File: config.mk
export PLATFORM = sky130hd
export DESIGN_NAME = dmem_arbiter
export DESIGN_NICKNAME = d
export VERILOG_FILES = /design/src/rtl/dmem_arbiter_pkg.sv /design/src/rtl/dmem_arb_grant.sv /design/src/rtl/dmem_arbiter.sv
export SDC_FILE = /design/constraint.sdc
export NUM_CORES = 1
export LEC_CHECK = 0
export ABC_AREA = 0
export BUFFER_PORTS_ARGS = -buffer_cell sky130_fd_sc_hd__buf_2
export CORE_AREA = 2 2 98 100
export CTS_CLUSTER_SIZE = 16
export DETAILED_ROUTE_END_ITERATION = 8
export DIE_AREA = 0 0 100 102
export MAX_ROUTING_LAYER = met4
export PLACE_DENSITY = 0.47
export RECOVER_POWER = 50
export SETUP_SLACK_MARGIN = 0.3
export SLEW_MARGIN = 20
export SYNTH_ARGS = -nofsm -noshare
export SYNTH_HDL_FRONTEND = slang
export SYNTH_SLANG_ARGS = --single-unit
File: constraint.sdc
create_clock -name clk -period 3.52 [get_ports clk]
set_input_delay 0.704 -clock clk [delete_from_list [all_inputs] [get_ports clk]]
set_output_delay 0.704 -clock clk [all_outputs]
set_load 0.01 [all_outputs]
File: src/rtl/dmem_arbiter_pkg.sv
// Shared types and constants for the data-memory arbiter.
package dmem_arbiter_pkg;

  localparam int unsigned DMEM_AWIDTH    = 14;
  localparam int unsigned BE_WIDTH       = 4;
  localparam int unsigned WAIT_CNT_WIDTH = 4;

  // Which requester, if any, has a read in flight whose data returns next cycle.
  typedef enum logic [1:0] {
    IDLE   = 2'd0,
    CPU_RD = 2'd1,
    DMA_RD = 2'd2
  } rd_owner_e;

endpackage

File: src/rtl/dmem_arb_grant.sv
// Fixed-priority grant with a forced DMA grant once the DMA has waited MAX_WAIT cycles.
module dmem_arb_grant
  import dmem_arbiter_pkg::*;
#(
  parameter int unsigned MAX_WAIT = 4
) (
  input  logic                      cpu_req,
  input  logic                      dma_req,
  input  logic [WAIT_CNT_WIDTH-1:0] wait_cnt,
  output logic                      cpu_gnt,
  output logic                      dma_gnt
);

  localparam logic [WAIT_CNT_WIDTH-1:0] MAX_WAIT_C = WAIT_CNT_WIDTH'(MAX_WAIT);

  logic force_gnt;

  // CPU wins unless the DMA has been starved long enough to be forced through.
  always_comb begin
    force_gnt = dma_req && (wait_cnt == MAX_WAIT_C);
    dma_gnt   = dma_req && (!cpu_req || force_gnt);
    cpu_gnt   = cpu_req && !dma_gnt;
  end

endmodule

File: src/rtl/dmem_arbiter.sv
// Shares one data-memory port between the CPU load/store path and the DMA engine,
// tracking read ownership so data returns to the issuer one cycle later.
module dmem_arbiter
  import dmem_arbiter_pkg::*;
#(
  parameter int unsigned AWIDTH   = DMEM_AWIDTH,
  parameter int unsigned DWIDTH   = 32,
  parameter int unsigned MAX_WAIT = 4
) (
  input  logic                clk,
  input  logic                rst,
  input  logic                cpu_req,
  input  logic [AWIDTH-1:0]   cpu_addr,
  input  logic [BE_WIDTH-1:0] cpu_we,
  input  logic [DWIDTH-1:0]   cpu_wdata,
  output logic                cpu_stall,
  output logic                cpu_rvalid,
  output logic [DWIDTH-1:0]   cpu_rdata,
  input  logic                dma_req,
  input  logic [AWIDTH-1:0]   dma_addr,
  input  logic [BE_WIDTH-1:0] dma_we,
  input  logic [DWIDTH-1:0]   dma_wdata,
  output logic                dma_gnt,
  output logic                dma_rvalid,
  output logic [DWIDTH-1:0]   dma_rdata,
  output logic                mem_en,
  output logic [AWIDTH-1:0]   mem_addr,
  output logic [BE_WIDTH-1:0] mem_we,
  output logic [DWIDTH-1:0]   mem_din,
  input  logic [DWIDTH-1:0]   mem_dout
);

  rd_owner_e                 rd_owner_q, rd_owner_d;
  logic [WAIT_CNT_WIDTH-1:0] wait_cnt_q, wait_cnt_d;
  logic                      cpu_req_eff, dma_req_eff;
  logic                      cpu_gnt;

  // Requests are masked while reset is held so every output stays quiet.
  always_comb begin
    cpu_req_eff = cpu_req && !rst;
    dma_req_eff = dma_req && !rst;
  end

  dmem_arb_grant #(
    .MAX_WAIT (MAX_WAIT)
  ) u_grant (
    .cpu_req  (cpu_req_eff),
    .dma_req  (dma_req_eff),
    .wait_cnt (wait_cnt_q),
    .cpu_gnt  (cpu_gnt),
    .dma_gnt  (dma_gnt)
  );

  // Drive the memory port from whichever requester was granted.
  always_comb begin
    cpu_stall = cpu_req_eff && !cpu_gnt;
    mem_en    = cpu_gnt || dma_gnt;
    mem_addr  = '0;
    mem_we    = '0;
    mem_din   = '0;
    if (cpu_gnt) begin
      mem_addr = cpu_addr;
      mem_we   = cpu_we;
      mem_din  = cpu_wdata;
    end else if (dma_gnt) begin
      mem_addr = dma_addr;
      mem_we   = dma_we;
      mem_din  = dma_wdata;
    end
  end

  // Count consecutive cycles the DMA has been denied; any grant or idle cycle clears it.
  always_comb begin
    wait_cnt_d = '0;
    if (dma_req_eff && !dma_gnt) begin
      wait_cnt_d = wait_cnt_q + 1'b1;
    end
  end

  // Starvation counter register.
  always_ff @(posedge clk or posedge rst) begin
    if (rst) begin
      wait_cnt_q <= '0;
    end else begin
      wait_cnt_q <= wait_cnt_d;
    end
  end

  // Read-owner state register.
  always_ff @(posedge clk or posedge rst) begin
    if (rst) begin
      rd_owner_q <= IDLE;
    end else begin
      rd_owner_q <= rd_owner_d;
    end
  end

  // A granted read claims next cycle's return slot; writes and idle cycles release it.
  always_comb begin
    rd_owner_d = IDLE;
    if (cpu_gnt && (cpu_we == '0)) begin
      rd_owner_d = CPU_RD;
    end else if (dma_gnt && (dma_we == '0)) begin
      rd_owner_d = DMA_RD;
    end
  end

  // Route the returning memory data to the owner of the previous cycle's read.
  always_comb begin
    cpu_rvalid = (rd_owner_q == CPU_RD);
    dma_rvalid = (rd_owner_q == DMA_RD);
    cpu_rdata  = cpu_rvalid ? mem_dout : '0;
    dma_rdata  = dma_rvalid ? mem_dout : '0;
  end

endmodule
# ---- Word level (Yosys, flattened, before mapping)
# Index checks and enable logic that the tools add are counted.
# Widths: inputs -> output; s select.
dict set report totals {
  ff_bits 6
  output_inout_bits 119
  in_bits 136
  wordCells 34
}
dict set report op_classes {
  eq_ne 3
  mux 11
  addsub 1
  reduce_logical 17
}
# cell count
set op_table {}
lappend op_table {{$mux 32} 4}
lappend op_table {{$mux 14} 2}
lappend op_table {{$mux 4} 3}
lappend op_table {{$logic_and 1x1->1} 9}
lappend op_table {{$logic_not 4->1} 2}
lappend op_table {{$add 4x1->4 const B} 1}
lappend op_table {{$eq 4x3->1 const B} 1}
lappend op_table {{$logic_not 1->1} 4}
lappend op_table {{$mux 2} 2}
lappend op_table {{$eq 2x1->1 const B} 1}
lappend op_table {{$eq 2x2->1 const B} 1}
lappend op_table {{$logic_or 1x1->1} 2}

# ---- Depth between registers and ports, before layout
# Gate-level depths: netlist of the first run.
dict set report logic_depth {
  word_depth 9
  depth_mapped 7
}

# ---- Hierarchy
# A second synthesis of the first run with hierarchy kept.
dict set report unflattened {
  cells_unflattened 168
  hier_area_um2 1267.5
}
# module area_per_inst_um2 seq_area_each_um2 cells_each instances
set modules_own_cells {}
lappend modules_own_cells {dmem_arbiter 1241.2 150.1 164 1}
lappend modules_own_cells {dmem_arb_grant 26.3 0.0 4 1}

# ---- Worst setup path before layout of the first run
# Ideal clock, no wire load.
dict set report synth_path {
  kind {register -> output}
  startpoint {register wait_cnt_q[0]}
  endpoint {output mem_we[2]}
  stages_incl_launch_ff 7
  required_ps 2816
  path_slack_ps 1128
  arrival_time_ps 1688
  cell_sequence {dfrtp_1 > inv_1 > ha_1 > and3b_4 > a211oi_4 > buf_6 > mux2i_1}
}
dict set report synth_via {
  elab_chain_cells 7
  elab_cells_between_ends 8
  classes_between {eq/ne (1); mux (2); reduce/logical (5)}
}
# element line
set synth_lines {}
lappend synth_lines {{start: declaration} dmem_arbiter.sv:34} ;# logic [WAIT_CNT_WIDTH-1:0] wait_cnt_q, wait_cnt_d;
lappend synth_lines {{start signal: assignment} dmem_arbiter.sv:85} ;# wait_cnt_q <= wait_cnt_d;
lappend synth_lines {{$eq 4x3->1 *} dmem_arb_grant.sv:20} ;# force_gnt = dma_req && (wait_cnt == MAX_WAIT_C);
lappend synth_lines {{$logic_and 1x1->1 *} dmem_arb_grant.sv:20}
lappend synth_lines {{$logic_or 1x1->1 *} dmem_arb_grant.sv:21} ;# dma_gnt = dma_req && (!cpu_req || force_gnt);
lappend synth_lines {{$logic_and 1x1->1 *} dmem_arb_grant.sv:21}
lappend synth_lines {{$logic_not 1->1} dmem_arb_grant.sv:22} ;# cpu_gnt = cpu_req && !dma_gnt;
lappend synth_lines {{$logic_and 1x1->1} dmem_arb_grant.sv:22}
lappend synth_lines {{$mux 4 *} dmem_arbiter.sv:61} ;# if (cpu_gnt) begin
lappend synth_lines {{end: declaration} dmem_arbiter.sv:28} ;# output logic [BE_WIDTH-1:0] mem_we,
# Every way passes the cells marked *; elsewhere a longest branch is shown, timed or not.

# ---- Worst setup path in the final report of the first run
dict set report layout_path {
  startpoint {input dma_req}
  endpoint {output mem_we[3]}
}
dict set report layout_via {
  elab_chain_cells 7
  elab_cells_between_ends 8
  classes_between {mux (2); reduce/logical (6)}
}
# element line
set layout_lines {}
lappend layout_lines {{start: declaration} dmem_arbiter.sv:19} ;# input logic dma_req,
lappend layout_lines {{$logic_and 1x1->1 *} dmem_arbiter.sv:41} ;# dma_req_eff = dma_req && !rst;
lappend layout_lines {{$logic_and 1x1->1} dmem_arb_grant.sv:20}
lappend layout_lines {{$logic_or 1x1->1} dmem_arb_grant.sv:21}
lappend layout_lines {{$logic_and 1x1->1 *} dmem_arb_grant.sv:21}
lappend layout_lines {{$logic_not 1->1} dmem_arb_grant.sv:22}
lappend layout_lines {{$logic_and 1x1->1} dmem_arb_grant.sv:22}
lappend layout_lines {{$mux 4 *} dmem_arbiter.sv:61}
# Marked as above.

==> metrics.md, run 1 <==
| Metric | Value |
|---|---|
| Max-slew headroom | `31.8%` |
| Root Driver | `clkbuf_8` |
| Deepest clock path buffer count | `2` |
| Max Slew Vio Count | `0` |
| PortBufs | `254` |
| P_leak | `~1.6 nW` |
| PostCTS Resize Cnt | `0` |
| Sink Count | `6` |
| TritonRoute pass-1 iters | `4` |
| CP endpoint kind | `output pin` |
| Crit-path most repeated cell | `buf_2` |
| Setup crit start kind | `input port` |
| RSZ-0062 raised after global routing | `no` |
| Vias | `about 2,200` |
| Gr ovfl total | `0` |
| Syn_nets | `just over 300` |
| FF-to-FF path depth | `5` |
| Asr flop ratio synth | `100%` |
| Post-DP HPWL | `roughly 6200 um` |
| Worst path slowest cell | `o21a_2` |
| Vias per inst | `between 4 and 5` |
| Post-synth EDFFs | `0` |
| Starting density of the core | `14.2%` |
| Crit path kind | `input port to output pin` |
| Number of global-route vias before repair | `just under 2,000` |
| Fmax | `~360 MHz` |
| FF-to-FF Start | `wait_cnt_q[0]` |
| # hold bufs at CTS | `0` |
| Die height | `~100 um` |
| Top_reg_cell synth | `dfrtp_1` |
| Initial antenna violation count | `0` |
| Number of synthesized register bits | `6` |
| Fin. Hold Viols | `0` |
| NumNets Final | `549` |
| R2R Path End | `rd_owner_q[1]` |
| Slowest Stage Delay on Critical Path | `about 0.50 ns` |
| Final min period | `2.80 ns` |
| Final setup violation count | `0` |
| Worst slew pin tran | `roughly 1.0 ns` |
| Row cnt | `35` |
| P per Cell Area | `144 mW/mm2` |
| Syn_area_per_cell | `between 7 and 8 um2` |
| Warnings, synthesis | `0` |
| DR WL/cell | `roughly 14 um` |
| Core Area | `~0.009 mm2` |
| Post-synth cell types | `21` |
| Status | `finished clean` |
| CTS H-Tree Depth | `1` |
| First-pass GRT wire length | `around 9400 um` |
| Delay-heaviest family, CP | `compound AO/OA/AOI/OAI gates` |
| Placed inst area | `between 0.002 and 0.003 mm2` |
| Crit-path cells | `buf_2 -> nor2b_1 -> o21a_2 -> buf_12 -> a22o_1 -> buf_2` |
| Antenna Cells | `0` |
| Largest area contributor in the netlist | `a22o_1` |
| Sequential fraction of the synthesis area | `a little under an eighth` |
| Clock latency on the worst-skew pair | `0.22 ns` |
| Cts bufs inserted | `3` |
| Critical path buffer and inverter count | `3` |
| Largest net degree at the start of global routing | `just over 50` |
| Setup TNS | `0 ns` |
| Layout cells sized above 1 | `between 50% and 60%` |
| R2R setup slack | `~1.9 ns` |
| Worst Path Max Fanout | `27` |
| GRT Total Usage | `12.0%` |
| CTS tree | `done` |
| Post-route cell area | `about 0.0026 mm2` |
| Synth-to-Final Area Change | `104%` |
| HP Class | `input port to async pin` |
| Synth Cell Area | `between 0.001 and 0.0015 mm2` |
| Dominant cells by area after synthesis | `a22o_1 33%, and2_1 32%, dfrtp_1 12%` |
| Setup Skew | `roughly 0.0013 ns` |
| Die area | `~0.010 mm2` |
| Reg clk slew, reported paths | `0.03 ns` |
| Max-cap check violation count | `0` |
| WP data required | `~2.8 ns` |
| Cells after Synth | `approximately 170` |
| Crit path arrival time | `~2.1 ns` |
| Initial DRC count | `45` |
| DRC violations left | `0` |
| Worst VDD drop | `0.0000543 V` |
| Count leader, synth | `and2_1` |
| Routed Wire Length | `7120 um` |
| Setup Fix Bufs, Post-CTS | `0` |
| Post-synth top cells | `66 x and2_1, 49 x a22o_1, 6 x clkbuf_1, 6 x dfrtp_1` |
| Antenna violation net count after detailed routing | `0` |
| GPL Wtd Cong | `roughly 0.77` |
| Share of the synthesized area in the top cell type | `33.2%` |
| IO Count | `255` |
| Die width | `100 um` |
| Period utilisation layout | `between 70% and 80%` |
==> flip-flops by register name, indices dropped and copies added (netlist names) <==
name / count
wait_cnt_q: 4
rd_owner_q: 2
==> placed cells by master (no fill, tap or decap) <==
cell type / n
buf_2: 214
and2_1: 54
a22o_1: 49
clkbuf_1: 42
and2_0: 12
dfrtp_1: 6
inv_1: 5
and3_1: 5
nor2b_1: 3
clkbuf_8: 3
nor4_1: 2
nor2_1: 2
ha_1: 2
buf_12: 2
and3b_4: 1
a211oi_4: 1
o21a_2: 1
nand2_1: 1
mux2i_1: 1
xor2_1: 1
nand3_1: 1
xnor2_1: 1
==> power breakdown <==
group          total [mW]  internal (mW)  switching [mW]  leakage, nW
logic               0.206          0.111          0.0954         1.48
clock network       0.101         0.0733          0.0278       0.0216
registers          0.0707         0.0702        0.000530       0.0832
total               0.378          0.255           0.124         1.58
==> stage by stage <==
stage                     util (%)  worst slack [ns]  power, mW  std cells  hold slack (ns)
after floorplan                  -              1.13      0.156        165            0.495
after CTS                     29.5             0.696      0.385        520            0.451
final                         28.9             0.720      0.378        520            0.476
after detailed placement      29.1             0.702      0.282        517            0.597
after global placement        29.1             0.722      0.280        517            0.599
after global routing          28.9             0.571      0.402        520            0.523
==> final cells by class <==
class	count	area, um2
fillers	1045	6480
repair buffers	258	1270
multi-input cells	137	1010
flip-flops and latches	6	150
well taps	111	139
clock buffers	3	41.3
inverters	5	18.8
==> logic make-up after synthesis <==
| kind of cell | count (synthesis) | share of synthesized area [%] |
|---|---|---|
| DFF | 6 | 11.6 |
| xor gates and xnor gates | 2 | 1.36 |
| AOI/OAI and AO/OA | 51 | 35.4 |
| buffers and inverters | 22 | 9.88 |
| and+or+nand+nor | 81 | 39.1 |
| adders and majority gates | 2 | 1.94 |
| muxes | 1 | 0.775 |
==> how the worst max path moves through the flow <==
| stage | depth (start not counted) | slack, ns | end | from |
|---|---|---|---|---|
| global placement | 6 | 0.72 | mem_din[29] | dma_req |
| floorplan | 6 | 1.13 | mem_we[2] | wait_cnt_q[0] |
| detailed placement | 6 | 0.70 | mem_din[21] | dma_req |
| global route | 6 | 0.57 | mem_din[9] | dma_req |
| CTS | 6 | 0.70 | mem_din[21] | dma_req |
| finish | 6 | 0.72 | mem_we[3] | dma_req |
==> per-layer routing <==
| layer | global-route usage [%] | wire length (um) | vias up |
|---|---|---|---|
| met5 | - | 0 | - |
| met4 | 2.85 | 53 | 0 |
| met3 | 1.09 | 653 | 4 |
| met2 | 24.5 | 3830 | 150 |
| met1 | 12.3 | 2580 | 970 |
| li1 | - | - | 1075 |
No activity file was read; power rests on OpenSTA's default activity.
==> run 2: changes to the inputs <==
clock period = 2.8 ns   (was 3.52 ns; I/O delays follow)
==> run 2 against run 1 <==
Combinational power grew 48%; global-route usage increased by 0.27 points; highest routed layer unchanged; via count rose by 4.6%; wire length up 16%; critical path depth rose by 3; critical path type is now flop to output pin.
==> metrics.md, run 2 (synthesized netlist as in run 1, its figures left out) <==
| Metric | Value |
|---|---|
| Worst slew pin tran | `approximately 1.1 ns` |
| Setup Skew | `roughly 0.0031 ns` |
| First-pass GRT wire length | `between 9000 and 10,000 um` |
| FF-to-FF path depth | `9` |
| WP depth | `9` |
| Setup ws final | `roughly 0.28 ns` |
| Pre-CTS setup slack | `between 0.4 and 0.5 ns` |
| Leading cell type in the layout, fill and taps excluded | `buf_2` |
| Core Area | `0.00911 mm2` |
| Die height | `between 100 and 150 um` |
| Crit-path most repeated cell | `buf_6` |
| Vias | `between 2,000 and 2,500` |
| TritonRoute pass-1 iters | `4` |
| Crit path arrival time | `between 1.5 and 2 ns` |
| Root Driver | `clkbuf_8` |
| Pwr Total | `approximately 520 uW` |
| Critical path buffer and inverter count | `5` |
| Cts bufs inserted | `3` |
| RSZ-0062 raised after global routing | `yes` |
| PortBufs | `254` |
| Fmax | `approximately 400 MHz` |
| Final min period | `roughly 2.5 ns` |
| Worst Path Max Fanout | `7` |
| Antenna Cells | `0` |
| CTS tree | `done` |
| Max-cap check violation count | `0` |
| Synth-to-Final Area Change | `124%` |
| Post-layout util | `about a third` |
| Max FFs per register | `4` |
| WP data required | `roughly 2.2 ns` |
| Register Area | `roughly 150 um2` |
| Crit path kind | `flop to output pin` |
| Commonest non-fill, non-tap cells in the layout | `210 x buf_2, 57 x and2_1, 49 x a22o_1` |
| DRC violations left | `0` |
| CTS H-Tree Depth | `1` |
| Routed Wire Length | `around 8300 um` |
| Post-DP HPWL | `around 6100 um` |
| Area of the multi-input gates | `0.00103 mm2` |
| Reg clk slew, reported paths | `about 0.040 ns` |
| Antenna violation net count after detailed routing | `0` |
| Sink Count | `6` |
| Fin. Hold Viols | `0` |
| GPL Wtd Cong | `just under 0.8` |
| CP endpoint kind | `output pin` |
| Number of global-route vias before repair | `1,900` |
| P_leak | `between 1.5 and 2 nW` |
| P per Cell Area | `~180 mW/mm2` |
| Gr ovfl total | `0` |
| Largest net degree at the start of global routing | `52` |
| Deepest clock path buffer count | `2` |
| Worst VDD drop | `around 0.000094 V` |
| Final setup violation count | `0` |
| Vias per inst | `4.30` |
| Max-slew headroom | `a little under 30%` |
| Status | `finished clean` |
| Max Slew Vio Count | `0` |
| Row cnt | `35` |
| Die width | `around 100 um` |
| DR WL/cell | `15.5 um` |
| Crit-path cells | `inv_1 -> ha_4 -> and3b_4 -> a211oi_4 -> buf_6 -> buf_6 -> clkbuf_16 -> a22o_1 -> buf_2` |
| Slowest Stage Delay on Critical Path | `0.36 ns` |
| Initial antenna violation count | `0` |
| Leading registers by flop count | `wait_cnt_q (4), rd_owner_q (2)` |
| IO Count | `between 200 and 300` |
| Initial DRC count | `44` |
| Period utilisation layout | `about nine tenths` |
| Starting density of the core | `between 10 and 15%` |
| GRT Total Usage | `between 10% and 20%` |
| Clock latency on the worst-skew pair | `roughly 0.22 ns` |
| R2R setup slack | `just under 1 ns` |
| Layout cells sized above 1 | `55.4%` |
| Setup TNS | `0 ns` |
| Layout fillers | `approximately 1,000` |
| Largest register by flop count | `wait_cnt_q` |
| Setup crit start kind | `flop` |
| HP Class | `input port to async pin` |
| NumNets Final | `564` |
| Worst path slowest cell | `dfrtp_1` |
| Delay-heaviest family, CP | `buffers and inverters` |
| Die area | `between 0.01 and 0.015 mm2` |
run 2: per-layer routing:
metal / global-route usage (%) / vias to the layer above / wire [um]
li1: - / 1110 / -
met1: 13.3 / 1026 / 3090
met3: 1.78 / 7 / 687
met4: 3.27 / 0 / 80
met2: 23.3 / 157 / 4420
met5: - / - / 0
run 2: area by class of cell:
cell class / count / area share, %
clock buffers: 3 / 1.43
inverters: 5 / 0.650
multi-input cells: 137 / 35.8
flip-flops and latches: 6 / 5.20
well taps: 111 / 4.81
repair buffers: 273 / 52.1
run 2: metrics by stage:
step / cell area (um2) / instances / hold slack, ns
final: 2890 / 535 / 0.343
after global routing: 2890 / 535 / 0.383
after CTS: 2730 / 523 / 0.307
after detailed placement: 2660 / 518 / 0.544
after global placement: 2660 / 518 / 0.540
after floorplan: 1290 / 165 / 0.351
run 2: path summary, 6_finish.rpt:
path / start / end
max: wait_cnt_q[0] / mem_din[10]
min: rst / wait_cnt_q[1]
max reg2reg: wait_cnt_q[0] / wait_cnt_q[2]
min reg2reg: wait_cnt_q[3] / wait_cnt_q[3]
max in group asynchronous: rst / rd_owner_q[0]
min in group clk: wait_cnt_q[3] / wait_cnt_q[3]
run 2: repair_timing:
action                     4_1_cts  5_1_grt
setup endpoints to repair        3       25
hold buffers                     0        0
setup buffers                    1        7
resized for setup                1       12
pin swaps                        1       17
cloned                           1        5
run 2: power breakdown:
part / switching, mW / internal, mW / total (mW)
sequential: 0.000639 / 0.0882 / 0.0888
combinational: 0.135 / 0.169 / 0.304
clock: 0.0379 / 0.0924 / 0.130
total: 0.173 / 0.349 / 0.523
==> run 3: changes to the inputs <==
PLACE_DENSITY = 0.56   (was 0.47)
==> run 3 against run 2 <==
First-iteration DRC count down 39%; cell count is 1.7% lower; hold slack got worse by 0.038 ns; register-to-register slack better by 0.18 ns; non-clock buffer count shrank 9; critical path depth fell by 1; combinational power fell by 6.9%; sequential power hardly changed; die area unchanged; sequential cell count unchanged.
==> metrics.md, run 3 (synthesized netlist as in run 1, its figures left out) <==
| Metric | Value |
|---|---|
| RSZ-0062 raised after global routing | `no` |
| Worst Path Max Fanout | `17` |
| Commonest non-fill, non-tap cells in the layout | `220 x buf_2, 53 x and2_1, 49 x a22o_1` |
| Root Driver | `clkbuf_8` |
| Fmax | `between 300 and 400 MHz` |
| Core Area | `0.00911 mm2` |
| Synth-to-Final Area Change | `112%` |
| Crit path arrival time | `a little under 2 ns` |
| Worst VDD drop | `approximately 0.00011 V` |
| Routed Wire Length | `between 7000 and 8000 um` |
| Status | `finished clean` |
| Max Slew Vio Count | `0` |
| WP data required | `between 2 and 2.5 ns` |
| Final setup violation count | `0` |
| Deepest clock path buffer count | `2` |
| Max FFs per register | `4` |
| P_leak | `1.66 nW` |
| Largest net degree at the start of global routing | `48` |
| Placed inst area | `about 0.0027 mm2` |
| Period utilisation layout | `about nine tenths` |
| Antenna violation net count after detailed routing | `0` |
| Final min period | `2.52 ns` |
| Die height | `between 100 and 150 um` |
| Post-route cell area | `0.00274 mm2` |
| Initial antenna violation count | `0` |
| Fin. Hold Viols | `0` |
| Setup TNS | `0 ns` |
| Leading cell type in the layout, fill and taps excluded | `buf_2` |
| Starting density of the core | `between 10 and 15%` |
| Largest register by flop count | `wait_cnt_q` |
| HP Class | `input port to async pin` |
| CTS H-Tree Depth | `1` |
| Leading registers by flop count | `wait_cnt_q (4), rd_owner_q (2)` |
| Most Crowded Layer GR | `met2` |
| Setup Skew | `0.00115 ns` |
| Antenna Cells | `0` |
| Post-layout util | `30.1%` |
| Max-slew headroom | `between 30% and 40%` |
| Sink Count | `6` |
| Row cnt | `35` |
| Number of global-route vias before repair | `~2,100` |
| NumNets Final | `555` |
| Setup crit start kind | `flop` |
| Met3 Resource Use GR | `around 1.5%` |
| CTS tree | `done` |
| Vias per inst | `~4.2` |
| GPL Wtd Cong | `0.776` |
| Reg clk slew, reported paths | `about 0.040 ns` |
| Worst setup path start | `wait_cnt_q[0]` |
| TritonRoute pass-1 iters | `4` |
| Initial DRC count | `27` |
| First-pass GRT wire length | `around 10,000 um` |
| IO Count | `between 200 and 300` |
| Clock latency on the worst-skew pair | `between 0.2 and 0.25 ns` |
| PortBufs | `254` |
| GRT met2 Usage | `24.1%` |
| Final hold slack | `~0.31 ns` |
| DR WL/cell | `between 10 and 15 um` |
| Cts bufs inserted | `3` |
| DRC violations left | `0` |
| Gr ovfl total | `0` |
| Die width | `100 um` |
| CP endpoint kind | `output pin` |
| Max-cap check violation count | `0` |
| Layout cells sized above 1 | `56.1%` |
| P per Cell Area | `~180 mW/mm2` |
| Die area | `between 0.01 and 0.015 mm2` |
| Crit path kind | `flop to output pin` |
| Post-DP HPWL | `6560 um` |
| GRT Total Usage | `between 10 and 15%` |
| Vias | `roughly 2,200` |
| Worst slew pin tran | `between 1 and 1.5 ns` |
| GR Util met1 | `between 10 and 15%` |
| FF-to-FF Start | `wait_cnt_q[0]` |
| FF-to-FF path depth | `7` |
[run 3: worst paths after layout]
kind                                  to  slack, ns
max in group asynchronous  wait_cnt_q[2]       2.30
setup reg to reg           wait_cnt_q[0]       1.15
hold reg to reg            wait_cnt_q[0]       0.60
min in group clk           wait_cnt_q[0]       0.60
hold / removal             wait_cnt_q[3]       0.31
setup / recovery             mem_din[27]       0.28
[run 3: repair_timing]
| item | in CTS | in global routing |
|---|---|---|
| cloned | 0 | 3 |
| gates resized for setup | 0 | 5 |
| hold buffers | 0 | 0 |
| buffers inserted | 0 | 2 |
| pin swaps | 0 | 1 |
| endpoints found under the setup margin | 14 | 50 |
[run 3: layout make-up]
type / count / area (um2)
clock buffers: 3 / 41.3
inverters: 5 / 18.8
well taps: 111 / 139
repair buffers: 264 / 1390
fillers: 1008 / 6370
multi-input cells: 137 / 1000
flip-flops and latches: 6 / 150
[run 3: through the flow]
stage          worst slack [ns]  std cells  power (mW)
2_1_floorplan             0.552        165       0.197
3_3_place_gp              0.508        518       0.359
3_5_place_dp              0.421        518       0.361
4_1_cts                   0.255        521       0.493
5_1_grt                   0.153        526       0.534
6_report                  0.277        526       0.501
[run 3: per-layer routing]
metal / vias up / wire length [um]
met5: - / 0
met4: 0 / 33
met3: 4 / 661
met2: 152 / 4030
met1: 981 / 3060
li1: 1092 / -
[run 3: worst max-delay path, cell delays in order, from the launching register on]
cell       delay (ns)
dfrtp_1          0.35
inv_1            0.06
ha_1             0.18
and3b_4          0.19
a211oi_1         0.26
buf_6            0.21
clkbuf_16        0.19
a22o_1           0.15
buf_2            0.13
[run 3: where the power goes]
part	internal, mW	switching [mW]
combinational	0.154	0.129
sequential	0.0882	0.000566
clock	0.0923	0.0371
total	0.334	0.167
